[config.mk]
export PLATFORM = sky130hd
export DESIGN_NAME = seg_scroll_driver
export DESIGN_NICKNAME = d
export VERILOG_FILES = /design/src/rtl/seg_scroll_driver.sv
export SDC_FILE = /design/constraint.sdc
export NUM_CORES = 1
export LEC_CHECK = 0
export CAP_MARGIN = 30
export CORE_ASPECT_RATIO = 1.25
export CORE_MARGIN = 3
export CORE_UTILIZATION = 55
export DETAILED_ROUTE_END_ITERATION = 7
export GPL_TIMING_DRIVEN = 0
export PLACE_DENSITY = 0.74
export SLEW_MARGIN = 20
export SYNTH_ARGS = -nofsm -noshare
export SYNTH_HDL_FRONTEND = slang
export SYNTH_SLANG_ARGS = --single-unit
[constraint.sdc]
create_clock -name clk -period 4.9 [get_ports clk]
set_input_delay 1.225 -clock clk [delete_from_list [all_inputs] [get_ports clk]]
set_output_delay 1.225 -clock clk [all_outputs]
set_load 0.01 [all_outputs]
[src/rtl/seg_scroll_driver.sv]
// Multiplexed N-digit 7-segment driver: circular message buffer, digit-refresh
// scan with anti-ghost blanking, and a timed bidirectional scroll.
module seg_scroll_driver #(
  parameter int DIGITS       = 4,
  parameter int MSG_LEN      = 16,
  parameter int REFRESH_DIV  = 1000,
  parameter int BLANK_CYCLES = 8,
  parameter int SCROLL_DIV   = 5000000,
  parameter bit SEG_ACT_LOW  = 1'b1,
  parameter bit AN_ACT_LOW   = 1'b1,
  localparam int AW = (MSG_LEN > 1) ? $clog2(MSG_LEN) : 1
) (
  input  logic              clk,
  input  logic              reset,
  input  logic              wr_en,
  input  logic [AW-1:0]     wr_addr,
  input  logic [4:0]        wr_data,
  input  logic              scroll_en,
  input  logic              scroll_dir,
  output logic [DIGITS-1:0] an,
  output logic [7:0]        seg,
  output logic [AW-1:0]     pos,
  output logic              wrap
);

  localparam int RW = (REFRESH_DIV > 1) ? $clog2(REFRESH_DIV) : 1;
  localparam int SW = (SCROLL_DIV > 1) ? $clog2(SCROLL_DIV) : 1;
  localparam int DW = (DIGITS > 1) ? $clog2(DIGITS) : 1;

  localparam logic [RW-1:0] REF_LAST  = RW'(REFRESH_DIV - 1);
  localparam logic [RW-1:0] BLANK_LIM = RW'(BLANK_CYCLES);
  localparam logic [SW-1:0] SCR_LAST  = SW'(SCROLL_DIV - 1);
  localparam logic [DW-1:0] DIG_LAST  = DW'(DIGITS - 1);
  localparam logic [AW-1:0] POS_LAST  = AW'(MSG_LEN - 1);
  localparam logic [AW:0]   LEN_EXT   = (AW+1)'(MSG_LEN);
  localparam logic [DIGITS-1:0] AN_FLIP  = {DIGITS{AN_ACT_LOW}};
  localparam logic [7:0]        SEG_FLIP = {8{SEG_ACT_LOW}};

  logic [RW-1:0]     ref_cnt_reg, ref_cnt_next;
  logic [DW-1:0]     dig_reg, dig_next;
  logic [SW-1:0]     scr_cnt_reg, scr_cnt_next;
  logic [AW-1:0]     pos_reg, pos_next;
  logic              wrap_reg, wrap_next;
  logic [DIGITS-1:0] an_reg, an_next;
  logic [7:0]        seg_reg, seg_next;

  logic [4:0]        buf_rd [MSG_LEN];
  logic [AW:0]       rd_sum;
  logic [AW-1:0]     rd_addr;
  logic [4:0]        rd_char;

  // One register per message entry so the whole buffer can be re-blanked on reset.
  generate
    for (genvar gi = 0; gi < MSG_LEN; gi++) begin : g_buf
      logic [4:0] char_reg;
      always_ff @(posedge clk or negedge reset) begin
        if (!reset) begin
          char_reg <= 5'h10;
        end else if (wr_en && (wr_addr == AW'(gi))) begin
          char_reg <= wr_data;
        end
      end
      assign buf_rd[gi] = char_reg;
    end
  endgenerate

  function automatic logic [7:0] decode(input logic [4:0] code);
    logic [7:0] glyph;
    case (code)
      5'h00:   glyph = 8'h7E;
      5'h01:   glyph = 8'h30;
      5'h02:   glyph = 8'h6D;
      5'h03:   glyph = 8'h79;
      5'h04:   glyph = 8'h33;
      5'h05:   glyph = 8'h5B;
      5'h06:   glyph = 8'h5F;
      5'h07:   glyph = 8'h70;
      5'h08:   glyph = 8'h7F;
      5'h09:   glyph = 8'h7B;
      5'h0A:   glyph = 8'h77;
      5'h0B:   glyph = 8'h1F;
      5'h0C:   glyph = 8'h4E;
      5'h0D:   glyph = 8'h3D;
      5'h0E:   glyph = 8'h4F;
      5'h0F:   glyph = 8'h47;
      5'h11:   glyph = 8'h80;
      default: glyph = 8'h00;
    endcase
    return glyph;
  endfunction

  always_comb begin
    ref_cnt_next = ref_cnt_reg + 1'b1;
    dig_next     = dig_reg;
    if (ref_cnt_reg == REF_LAST) begin
      ref_cnt_next = '0;
      dig_next     = (dig_reg == DIG_LAST) ? '0 : dig_reg + 1'b1;
    end
  end

  // scroll_dir only matters on the step cycle itself.
  always_comb begin
    scr_cnt_next = scr_cnt_reg;
    pos_next     = pos_reg;
    wrap_next    = 1'b0;
    if (scroll_en) begin
      if (scr_cnt_reg == SCR_LAST) begin
        scr_cnt_next = '0;
        if (scroll_dir) begin
          if (pos_reg == '0) begin
            pos_next  = POS_LAST;
            wrap_next = 1'b1;
          end else begin
            pos_next = pos_reg - 1'b1;
          end
        end else begin
          if (pos_reg == POS_LAST) begin
            pos_next  = '0;
            wrap_next = 1'b1;
          end else begin
            pos_next = pos_reg + 1'b1;
          end
        end
      end else begin
        scr_cnt_next = scr_cnt_reg + 1'b1;
      end
    end
  end

  assign rd_sum  = {1'b0, pos_reg} + (AW+1)'(dig_reg);
  assign rd_addr = (rd_sum >= LEN_EXT) ? AW'(rd_sum - LEN_EXT) : rd_sum[AW-1:0];
  assign rd_char = buf_rd[rd_addr];

  always_comb begin
    an_next  = '0;
    seg_next = 8'h00;
    if (ref_cnt_reg >= BLANK_LIM) begin
      an_next[dig_reg] = 1'b1;
      seg_next         = decode(rd_char);
    end
  end

  always_ff @(posedge clk or negedge reset) begin
    if (!reset) begin
      ref_cnt_reg <= '0;
      dig_reg     <= '0;
      scr_cnt_reg <= '0;
      pos_reg     <= '0;
      wrap_reg    <= 1'b0;
      an_reg      <= AN_FLIP;
      seg_reg     <= SEG_FLIP;
    end else begin
      ref_cnt_reg <= ref_cnt_next;
      dig_reg     <= dig_next;
      scr_cnt_reg <= scr_cnt_next;
      pos_reg     <= pos_next;
      wrap_reg    <= wrap_next;
      an_reg      <= an_next ^ AN_FLIP;
      seg_reg     <= seg_next ^ SEG_FLIP;
    end
  end

  assign an   = an_reg;
  assign seg  = seg_reg;
  assign pos  = pos_reg;
  assign wrap = wrap_reg;

endmodule

==> flow_summary_export.csv <==
group,metric,value,unit
outcome,status,"completed",
critical_path,r2r-start,"pos[0]",
place,place_congestion,0.838,
final_layout,syn_to_final_growth,16.9,%
critical_path,cp_common_cell,"buf_12",
critical_path,required,5.23,ns
floorplanning,core,0.0118,mm²
cts,cts-root-buf,"clkbuf_16",
logic_synthesis,async_reset_ff_share,100,%
final_layout,diodes,0,
critical_path,crit_family,"adder cells",
critical_path,endpoint,"seg[3]",
timing,min_period,3.87,ns
routing,drc,0,
timing,fin_setup_tns,0,ns
floorplanning,start_util,57.4,%
timing,rsz0062_at_grt,"no",
grt,grt_pass1_wl,23000,µm
cts,clk_path_buf_depth,2,
routing,totalWireLength,13600,µm
critical_path,reg2reg_setup_slack,1.03,ns
logic_synthesis,synth_nets,561,
critical_path,path_max_fanout,10,
cts,clk_pin_slew,0.05,ns
critical_path,r2r_end,"seg[3]",
grt,antenna_found_initial,0,
power,max-vdd-ir-drop,172,µV
critical_path,crit_slowest_cell,"mux4_2",
timing,slew_headroom,51.1,%
grt,grt_max_degree,73,
power,p_per_area,418,mW/mm²
logic_synthesis,synth_area,0.00680,mm²
cts,numCtsBuffers,17,
grt,grt.overflow.total,0,
logic_synthesis,synth_flop_cell,"dfrtp_1",
routing,num_vias,4416,
routing,viasPerCell,5.88,
timing,final_hold_viol_count,0,
power,power_leakage,3.45,nW
place,place_inst,719,
routing,wire_per_inst,18.1,µm
cts,cts_max_level,4,
critical_path,endpoint_kind,"flop",
final_layout,largest_reg_flops,80,
logic_synthesis,synth_warnings,0,
critical_path,start_kind,"flop",
critical_path,cp_num_buf_inv,5,
floorplanning,die_h,130,µm
critical_path,critPathKind,"reg -> reg",
cts,clk-insertion-delay-late,0.42,ns
cts,cts_hold_buf,0,
place,hpwl,9240,µm
grt,track_usage,21.6,%
logic_synthesis,syn-mean-instance-area,12.9,µm²
final_layout,final_cell_area,0.00795,mm²
floorplanning,top_level_ports,31,
timing,slew_viol_final,0,
cts,cts_resized,0,
routing,first_iter_violations,286,
logic_synthesis,yosysSeqAreaShare,49.1,%
critical_path,cpPeakStageDelay,0.59,ns
timing,fin_crit_sh,79.0,%
logic_synthesis,netlist_instances,528,
floorplanning,dieArea,0.0137,mm²
logic_synthesis,synth_edf_count,0,
critical_path,cp.depth,13,
grt,grt_pass1_vias,4577,
critical_path,reg2reg_depth,13,
place,port_buffers,29,
cts,cts.sinks,132,
final_layout,nets,610,
cts,cts_setup_buffers,0,
logic_synthesis,ys_ff_latch,132,
final_layout,layoutNonFillerInstCount,751,
final_layout,final_cell_mix,"104 x dfrtp_1, 83 x mux2_2, 35 x nor2_1",
timing,setup_viol_count_final,0,
hold_path,hold_path_class,"reg -> reg",
routing,ant_nets,0,
timing,skew,0.00899,ns
floorplanning,rows,44,
timing,setup_ws,1.03,ns
routing,dr.pass1.iters,4,
critical_path,cp-startpoint,"pos[0]",
timing,max_freq,258,MHz
place,place_ws,1.06,ns
timing,holdWs,0.497,ns
timing,tightest_slew,0.731,ns
final_layout,final_common_cell,"dfrtp_1",
logic_synthesis,ys_types,58,
critical_path,path_cells,"ha_1 > fa_1 > buf_6 > buf_12 > buf_12 > buf_12 > mux4_1 > mux4_2 > inv_1 > ha_1 > o311ai_0 > nand2_1 > o2111ai_1",
job,drv_cap,0,
critical_path,worstPathArrival,4.20,ns
floorplanning,dieWidth,105,µm
cts,cts_tree,"yes",
place,post_dp_cell_area,0.00732,mm²
final_layout,drive_gt1_share,30.7,%
-- how the worst min path moves through the flow --
stage	start	to	slack, ns	cells past startpoint
2_1_floorplan	scr_cnt_reg[5]	scr_cnt_reg[5]	0.44	1
3_3_place_gp	scr_cnt_reg[5]	scr_cnt_reg[5]	0.46	1
3_5_place_dp	scr_cnt_reg[5]	scr_cnt_reg[5]	0.49	1
4_1_cts	scr_cnt_reg[4]	scr_cnt_reg[4]	0.50	1
5_1_grt	g_buf[14].char_reg[3]	g_buf[14].char_reg[3]	0.51	1
6_report	scr_cnt_reg[5]	scr_cnt_reg[5]	0.50	1
-- layer usage --
metal	global-route usage, %	vias up	share of wire [%]
met4	7.49	0	1.2
met1	27.0	2270	42
met5	0	-	0
met3	4.55	19	3.9
li1	-	2038	-
met2	37.3	89	52
-- kinds of logic (layout without fill, tap and decap cells) --
logic type      Yosys count  after routing  share of synthesized area [%]
simple gates            133            133                           10.2
compound gates           56             56                           5.74
xor+xnor                 25             25                           3.33
flops                   132            132                           49.1
mux                     130            130                           25.3
fa+ha+maj                19             19                           3.61
buf+inv                  33             95                           2.76
-- power breakdown --
group	internal, W	switching (W)
logic	0.000320	0.000237
registers	0.00133	0.000115
clock network	0.000855	0.000467
total	0.00250	0.000819
-- layout make-up --
class                   instances  area, µm²
plain buffers                  17        128
clock buffers                  21        480
clock inverters                11        146
fillers                       860       3890
inverters                      16       60.1
multi-input cells             363       3270
flip-flops and latches        132       3340
well taps                     161        201
repair buffers                 30        319
-- cells in the mapped netlist (all sizes together), types with 14 or more instances --
cell | count | area share (%)
nand2 | 25 | 1.5
nor2 | 36 | 2.0
mux2i | 16 | 2.4
nand3 | 23 | 1.7
mux2 | 93 | 16
inv | 16 | 0.88
xor2 | 14 | 1.9
o21ai | 16 | 1.3
dfstp | 28 | 11
mux4 | 21 | 7.4
dfrtp | 104 | 38
ha | 18 | 3.3
a21oi | 16 | 1.3
-- stage by stage --
step | utilization, % | total power (W)
floorplan | - | 0.00182
global placement | 61.6 | 0.00198
detailed placement | 61.8 | 0.00202
CTS | 67.1 | 0.00335
global route | 67.1 | 0.00348
finish | 67.1 | 0.00332
(Power assumes the default switching activity.)
